## src/rtl/uart_pkg.sv

```systemverilog
// Shared types and defaults for the UART transmit arbiter slice.
// State encoding, width helper and parameter defaults live here.
package uart_pkg;

  typedef enum logic [2:0] {
    ST_IDLE    = 3'd0,
    ST_START   = 3'd1,
    ST_WAIT_HI = 3'd2,
    ST_WAIT_LO = 3'd3,
    ST_DONE    = 3'd4
  } state_t;

  localparam int DW_DEF           = 8;
  localparam int BUSY_TIMEOUT_DEF = 16;

  function automatic int idx_w(input int n);
    return (n > 1) ? $clog2(n) : 1;
  endfunction

endpackage

```

## src/rtl/uart_rr_pick.sv

```systemverilog
// Combinational round-robin picker: first set req at or after ptr,
// wrapping modulo NREQ.
module uart_rr_pick
  import uart_pkg::*;
#(
  parameter int NREQ = 4,
  parameter int IW   = idx_w(NREQ)
) (
  input  logic [NREQ-1:0] req,
  input  logic [IW-1:0]   ptr,
  output logic            valid,
  output logic [NREQ-1:0] onehot,
  output logic [IW-1:0]   idx
);

  int            j;
  logic [IW-1:0] jw;

  // Scan from lowest to highest priority so the last hit wins.
  always_comb begin
    valid  = 1'b0;
    onehot = '0;
    idx    = '0;
    j      = 0;
    jw     = '0;
    for (int i = NREQ - 1; i >= 0; i--) begin
      j  = (int'(ptr) + i) % NREQ;
      jw = IW'(j);
      if (req[jw]) begin
        valid      = 1'b1;
        onehot     = '0;
        onehot[jw] = 1'b1;
        idx        = jw;
      end
    end
  end

endmodule

```

## src/rtl/uart_tx_arbiter.sv

```systemverilog
// Round-robin arbiter sharing one UART transmitter between NREQ
// requesters; tracks tx_busy per frame and pulses done per requester.
module uart_tx_arbiter
  import uart_pkg::*;
#(
  parameter int NREQ         = 4,
  parameter int DW           = DW_DEF,
  parameter int BUSY_TIMEOUT = BUSY_TIMEOUT_DEF
) (
  input  logic                 clk,
  input  logic                 rstn,
  input  logic [NREQ-1:0]      req,
  input  logic [NREQ*DW-1:0]   req_data,
  output logic [NREQ-1:0]      gnt,
  output logic [NREQ-1:0]      done,
  output logic                 tx_err,
  output logic                 arb_busy,
  output logic                 tx_start,
  output logic [DW-1:0]        tx_data_in,
  input  logic                 tx_busy
);

  localparam int IW = idx_w(NREQ);
  localparam int CW = $clog2(BUSY_TIMEOUT + 1);

  localparam logic [CW-1:0] CNT_LAST = CW'(BUSY_TIMEOUT - 1);
  localparam logic [CW-1:0] CNT_MAX  = {CW{1'b1}};
  localparam logic [IW-1:0] IDX_LAST = IW'(NREQ - 1);

  state_t          state_q, state_d;
  logic [NREQ-1:0] gnt_q, gnt_d;
  logic [NREQ-1:0] done_q, done_d;
  logic            err_q, err_d;
  logic            start_q, start_d;
  logic            abusy_q, abusy_d;
  logic [DW-1:0]   data_q, data_d;
  logic [IW-1:0]   ptr_q, ptr_d;
  logic [IW-1:0]   k_q, k_d;
  logic [CW-1:0]   cnt_q, cnt_d;
  logic [CW-1:0]   cnt_inc;

  logic            pick_valid;
  logic [NREQ-1:0] pick_oh;
  logic [IW-1:0]   pick_idx;

  uart_rr_pick #(
    .NREQ (NREQ),
    .IW   (IW)
  ) u_pick (
    .req    (req),
    .ptr    (ptr_q),
    .valid  (pick_valid),
    .onehot (pick_oh),
    .idx    (pick_idx)
  );

  always_comb begin
    state_d = state_q;
    gnt_d   = gnt_q;
    done_d  = '0;
    err_d   = 1'b0;
    start_d = 1'b0;
    data_d  = data_q;
    ptr_d   = ptr_q;
    k_d     = k_q;
    cnt_d   = cnt_q;
    cnt_inc = (cnt_q == CNT_MAX) ? cnt_q : cnt_q + 1'b1;
    unique case (state_q)
      ST_IDLE: begin
        if (pick_valid && !tx_busy) begin
          gnt_d   = pick_oh;
          data_d  = req_data[pick_idx*DW +: DW];
          k_d     = pick_idx;
          start_d = 1'b1;
          state_d = ST_START;
        end
      end
      ST_START: begin
        cnt_d   = '0;
        state_d = ST_WAIT_HI;
      end
      ST_WAIT_HI: begin
        if (tx_busy) begin
          state_d = ST_WAIT_LO;
        end else begin
          cnt_d = cnt_inc;
          // Transmitter never acknowledged the start: abort the frame.
          if (cnt_inc >= CNT_LAST) begin
            err_d   = 1'b1;
            done_d  = gnt_q;
            state_d = ST_DONE;
          end
        end
      end
      ST_WAIT_LO: begin
        if (!tx_busy) begin
          done_d  = gnt_q;
          state_d = ST_DONE;
        end
      end
      ST_DONE: begin
        gnt_d   = '0;
        ptr_d   = (k_q == IDX_LAST) ? '0 : k_q + 1'b1;
        state_d = ST_IDLE;
      end
      default: state_d = ST_IDLE;
    endcase
    abusy_d = (state_d != ST_IDLE);
  end

  always_ff @(posedge clk or negedge rstn) begin
    if (!rstn) begin
      state_q <= ST_IDLE;
      gnt_q   <= '0;
      done_q  <= '0;
      err_q   <= 1'b0;
      start_q <= 1'b0;
      abusy_q <= 1'b0;
      data_q  <= '0;
      ptr_q   <= '0;
      k_q     <= '0;
      cnt_q   <= '0;
    end else begin
      state_q <= state_d;
      gnt_q   <= gnt_d;
      done_q  <= done_d;
      err_q   <= err_d;
      start_q <= start_d;
      abusy_q <= abusy_d;
      data_q  <= data_d;
      ptr_q   <= ptr_d;
      k_q     <= k_d;
      cnt_q   <= cnt_d;
    end
  end

  assign gnt        = gnt_q;
  assign done       = done_q;
  assign tx_err     = err_q;
  assign tx_start   = start_q;
  assign arb_busy   = abusy_q;
  assign tx_data_in = data_q;

endmodule

```

## config.mk

```make
export PLATFORM = sky130hd
export DESIGN_NAME = uart_tx_arbiter
export DESIGN_NICKNAME = d
export VERILOG_FILES = /design/src/rtl/uart_pkg.sv /design/src/rtl/uart_rr_pick.sv /design/src/rtl/uart_tx_arbiter.sv
export SDC_FILE = /design/constraint.sdc
export NUM_CORES = 1
export LEC_CHECK = 0
export ABC_AREA = 0
export BUFFER_PORTS_ARGS = -buffer_cell sky130_fd_sc_hd__buf_2
export CAP_MARGIN = 20
export CORE_MARGIN = 4
export CORE_UTILIZATION = 47
export DETAILED_ROUTE_END_ITERATION = 6
export HOLD_SLACK_MARGIN = 0.06
export PLACE_DENSITY = 0.76
export SETUP_SLACK_MARGIN = 0.2
export SLEW_MARGIN = 20
export SYNTH_ARGS = -nofsm -noshare
export SYNTH_HDL_FRONTEND = slang
export SYNTH_SLANG_ARGS = --single-unit
```

## constraint.sdc

```tcl
create_clock -name clk -period 2.9 [get_ports clk]
set_clock_uncertainty 0.05 [all_clocks]
set_input_delay 0.58 -clock clk [delete_from_list [all_inputs] [get_ports clk]]
set_output_delay 0.58 -clock clk [all_outputs]
set_load 0.05 [all_outputs]
```

==> flow_summary.toml <==
[power]
leakage_power_of_the_design_nw = 1.237
powerDensity_mw_per_mm2 = 1073
seqPwrFrac = 0.263
pwr-share-clk = 0.168
p_int_mw = 1.386
comb_power_share = 0.569
fin_total_pwr_mw = 2.603
vdd_drop_max_mv = 0.4205
p_sw_mw = 1.218
switching_share = 0.4677

[die]
die_area_mm2 = 0.005407
io_pins = 58
placement_rows = 23
placeableCoreArea_mm2 = 0.004086
initial_core_util = 0.4939
dieHeight_um = 73.53
die_width_um = 73.53

[cts]
tritoncts.num_buffers = 5
cts.repair.resized = 0
htree_num_levels = 2
clk_transition_reported_paths_ps = 70
clock_sink_count = 31
postCtsSetupBuffers = 0
quantity_of_hold_fixing_buffers_added_after_cts = 0
cts_root_buffer = "clkbuf_8"
clkLatencyLatePin_ps = 280
clock_path_buffers = 2
clock_tree_from_tritoncts = "built"

[detailed_routing]
route.antenna.remaining_nets = 0
drt-pass1-iter-count = 4
via_count = 1759
detail_route.wirelength_mm = 4.589
drt-vias-per-instance = 5.638
first_iter_violations = 129
route.detailed.wl_per_inst_um = 14.71
route.detailed.drc = 0

[yosys]
synthCells = 207
mappedNetlistArea_mm2 = 0.002018
syn_area_per_cell_um2 = 9.750
synth_simple_gate_area_share = 0.1612
synth.ff_latch_count = 31
ys_types = 45
synth_top_area_cell = "dfrtp_1"
synth-main-ff-cell = "dfrtp_1"
syn-num-nets = 256
synth_edf_count = 0
synthDominantCellAreaShare = 0.3844
yosysMostFrequentCell = "dfrtp_1"
asyncSetResetFlopFracSynth = 1.000
synth_compound_gate_area_share = 0.2015
ys_top_cells_by_count = "dfrtp_1, nand2_1, mux2i_1"
synthTopCellsByArea = "dfrtp_1, mux2i_1, ha_1, nand2_1, o221ai_1"
synth-warning-count = 0
largest_family_of_logic_cells_by_synthesized_area = "compound AO/OA/AOI/OAI gates"
synth_adder_area_share = 0.06696
register_area_share_after_synthesis = 0.3844
yosys.area_share.xor_xnor = 0
synth.mux.area_fraction = 0.1283

[global_route]
final_global_route_overflow_total = 0
grt_pass1_wl_mm = 7.631
grt_start_max_net_pins = 32
grt_pass1_vias = 1738
antenna_found_initial = 0
total_routing_usage_gr = 0.1775

[placement]
post-dp-hpwl_mm = 3.363
placedCellCount = 304
numPortBuffers = 57
detailed_place.area_mm2 = 0.002310
gpl.final_weighted_congestion = 0.8029

[run_status]
run_status = "completed"

[sta]
setup_repair_after_global_routing_missed_its_margin = "false"
setup_viols_final = 0
fmax_ghz = 0.4045
setup-tns-final_ps = 0
hold_viol_final = 0
slew_headroom = 0.5469
tmin_final_ps = 2472
worst_pin_slew_ps = 679.7
finalCritPeriodShare = 0.8525
final-max-slew-violation-count = 0

[finish]
final-instance-count-excl-fill = 312
finish.net_count = 310
antenna-diode-count = 0
final_design_area_no_fill_mm2 = 0.002427
drive_above_1_share = 0.3053
fillerInstances = 364
syn2layout_area_growth_pct = 20.27

[setup_path]
critical_path_class = "flop to flop"
timing.critical_path.to_type = "flop"
crit_arrival_ps = 2570
worst_ep_required_time_ps = 3000
critical_path.startpoint_type = "flop"
crit_path_max_fanout = 17

[worst_hold_path]
hp-class = "input pin to async pin"

[job]
max-cap-violations = 0
==> flip-flops by register name (all words and copies together), names as in the netlist <==
name,count
tx_err,1
tx_start,1
cnt_q,5
gnt,4
tx_data_in,8
ptr_q,2
state_q,3
arb_busy,1
done,4
k_q,2
==> critical path, stage by stage, from the launching register on <==
cell and delay (ps):
dfrtp_1 380, inv_1 160, ha_1 380, nand2b_1 220, a21oi_1 250, a2111oi_4 80
o21ai_2 140, buf_4 290, mux2i_1 250, o221ai_1 130
==> power by group through the flow <==
stage	clock network [mW]	logic (mW)	registers, mW
floorplan	0	0.892	1.00
global route	0.464	1.62	0.705
global placement	0	1.46	0.692
detailed placement	0	1.48	0.691
finish	0.437	1.48	0.684
CTS	0.444	1.49	0.685
==> worst paths after layout <==
check / end / cells after the start / from / slack [ps]
max in group asynchronous: gnt[0] / 1 / rstn / 2080
worst max-delay path: tx_data_in[6] / 9 / ptr_q[0] / 430
min in group clk: tx_data_in[2] / 2 / tx_data_in[2] / 440
worst max register to register: tx_data_in[6] / 9 / ptr_q[0] / 430
worst min-delay path: state_q[1] / 1 / rstn / 290
worst min register to register: tx_data_in[2] / 2 / tx_data_in[2] / 440
==> through the flow <==
step / hold slack [ps] / setup WS [ps] / util
final: 289.5 / 427.8 / 0.5940
after global routing: 347.0 / 215.5 / 0.5940
after global placement: 415.7 / 502.5 / 0.5652
after floorplan: 234.4 / 227.6 / -
after CTS: 308.7 / 415.4 / 0.5940
after detailed placement: 418.0 / 425.7 / 0.5652
==> routing by layer <==
metal	track usage	wire length (µm)	vias to the layer above
li1	-	-	864
met1	0.2377	2057	838
met2	0.2835	2228	49
met3	0.02736	212	8
met4	0.07646	90	0
met5	0	0	-
==> cells in the final DEF (no fill, tap or decap), types with 2 or more instances in the layout <==
cell      Yosys  routed
nor3_1        2       2
o221ai_1     10      10
and2_1        2       2
and3_1        4       4
inv_1         6       6
ha_1         10      10
mux4_2        2       2
clkbuf_8      0       6
a22o_1        4       4
buf_4         0       4
dfrtp_1      31      31
a211oi_1      4       4
nor2_1        9       9
mux2i_1      18      18
nor2b_1       3       3
nand3b_1      3       3
a21oi_1      13      13
mux2_2        3       3
nand2_1      26      26
o21ai_0       8       8
o31ai_1       5       5
or3_1         3       3
nand2b_1      3       3
buf_2         9      57
nand3_1       5       5
==> kinds of logic (layout without fill, tap and decap cells) <==
group                    Yosys count  after routing
AO/OA/AOI/OAI                     55             55
flip-flops                        31             31
adder cells (fa/ha/maj)           11             11
AND/OR/NAND/NOR                   66             66
multiplexers                      23             23
buffers and inverters             21             76
==> final cells by class <==
cell class	instances	area [µm²]	area share
sequential	31	775.7	0.3196
inverter	7	26.28	0.01082
timing repair buffer	61	315.3	0.1299
clock inverter	2	35.03	0.01443
clock buffer	6	82.58	0.03402
tap	50	62.56	0.02577
multi-input combinational	155	1130	0.4655
Power figures use the tool's default switching activity.
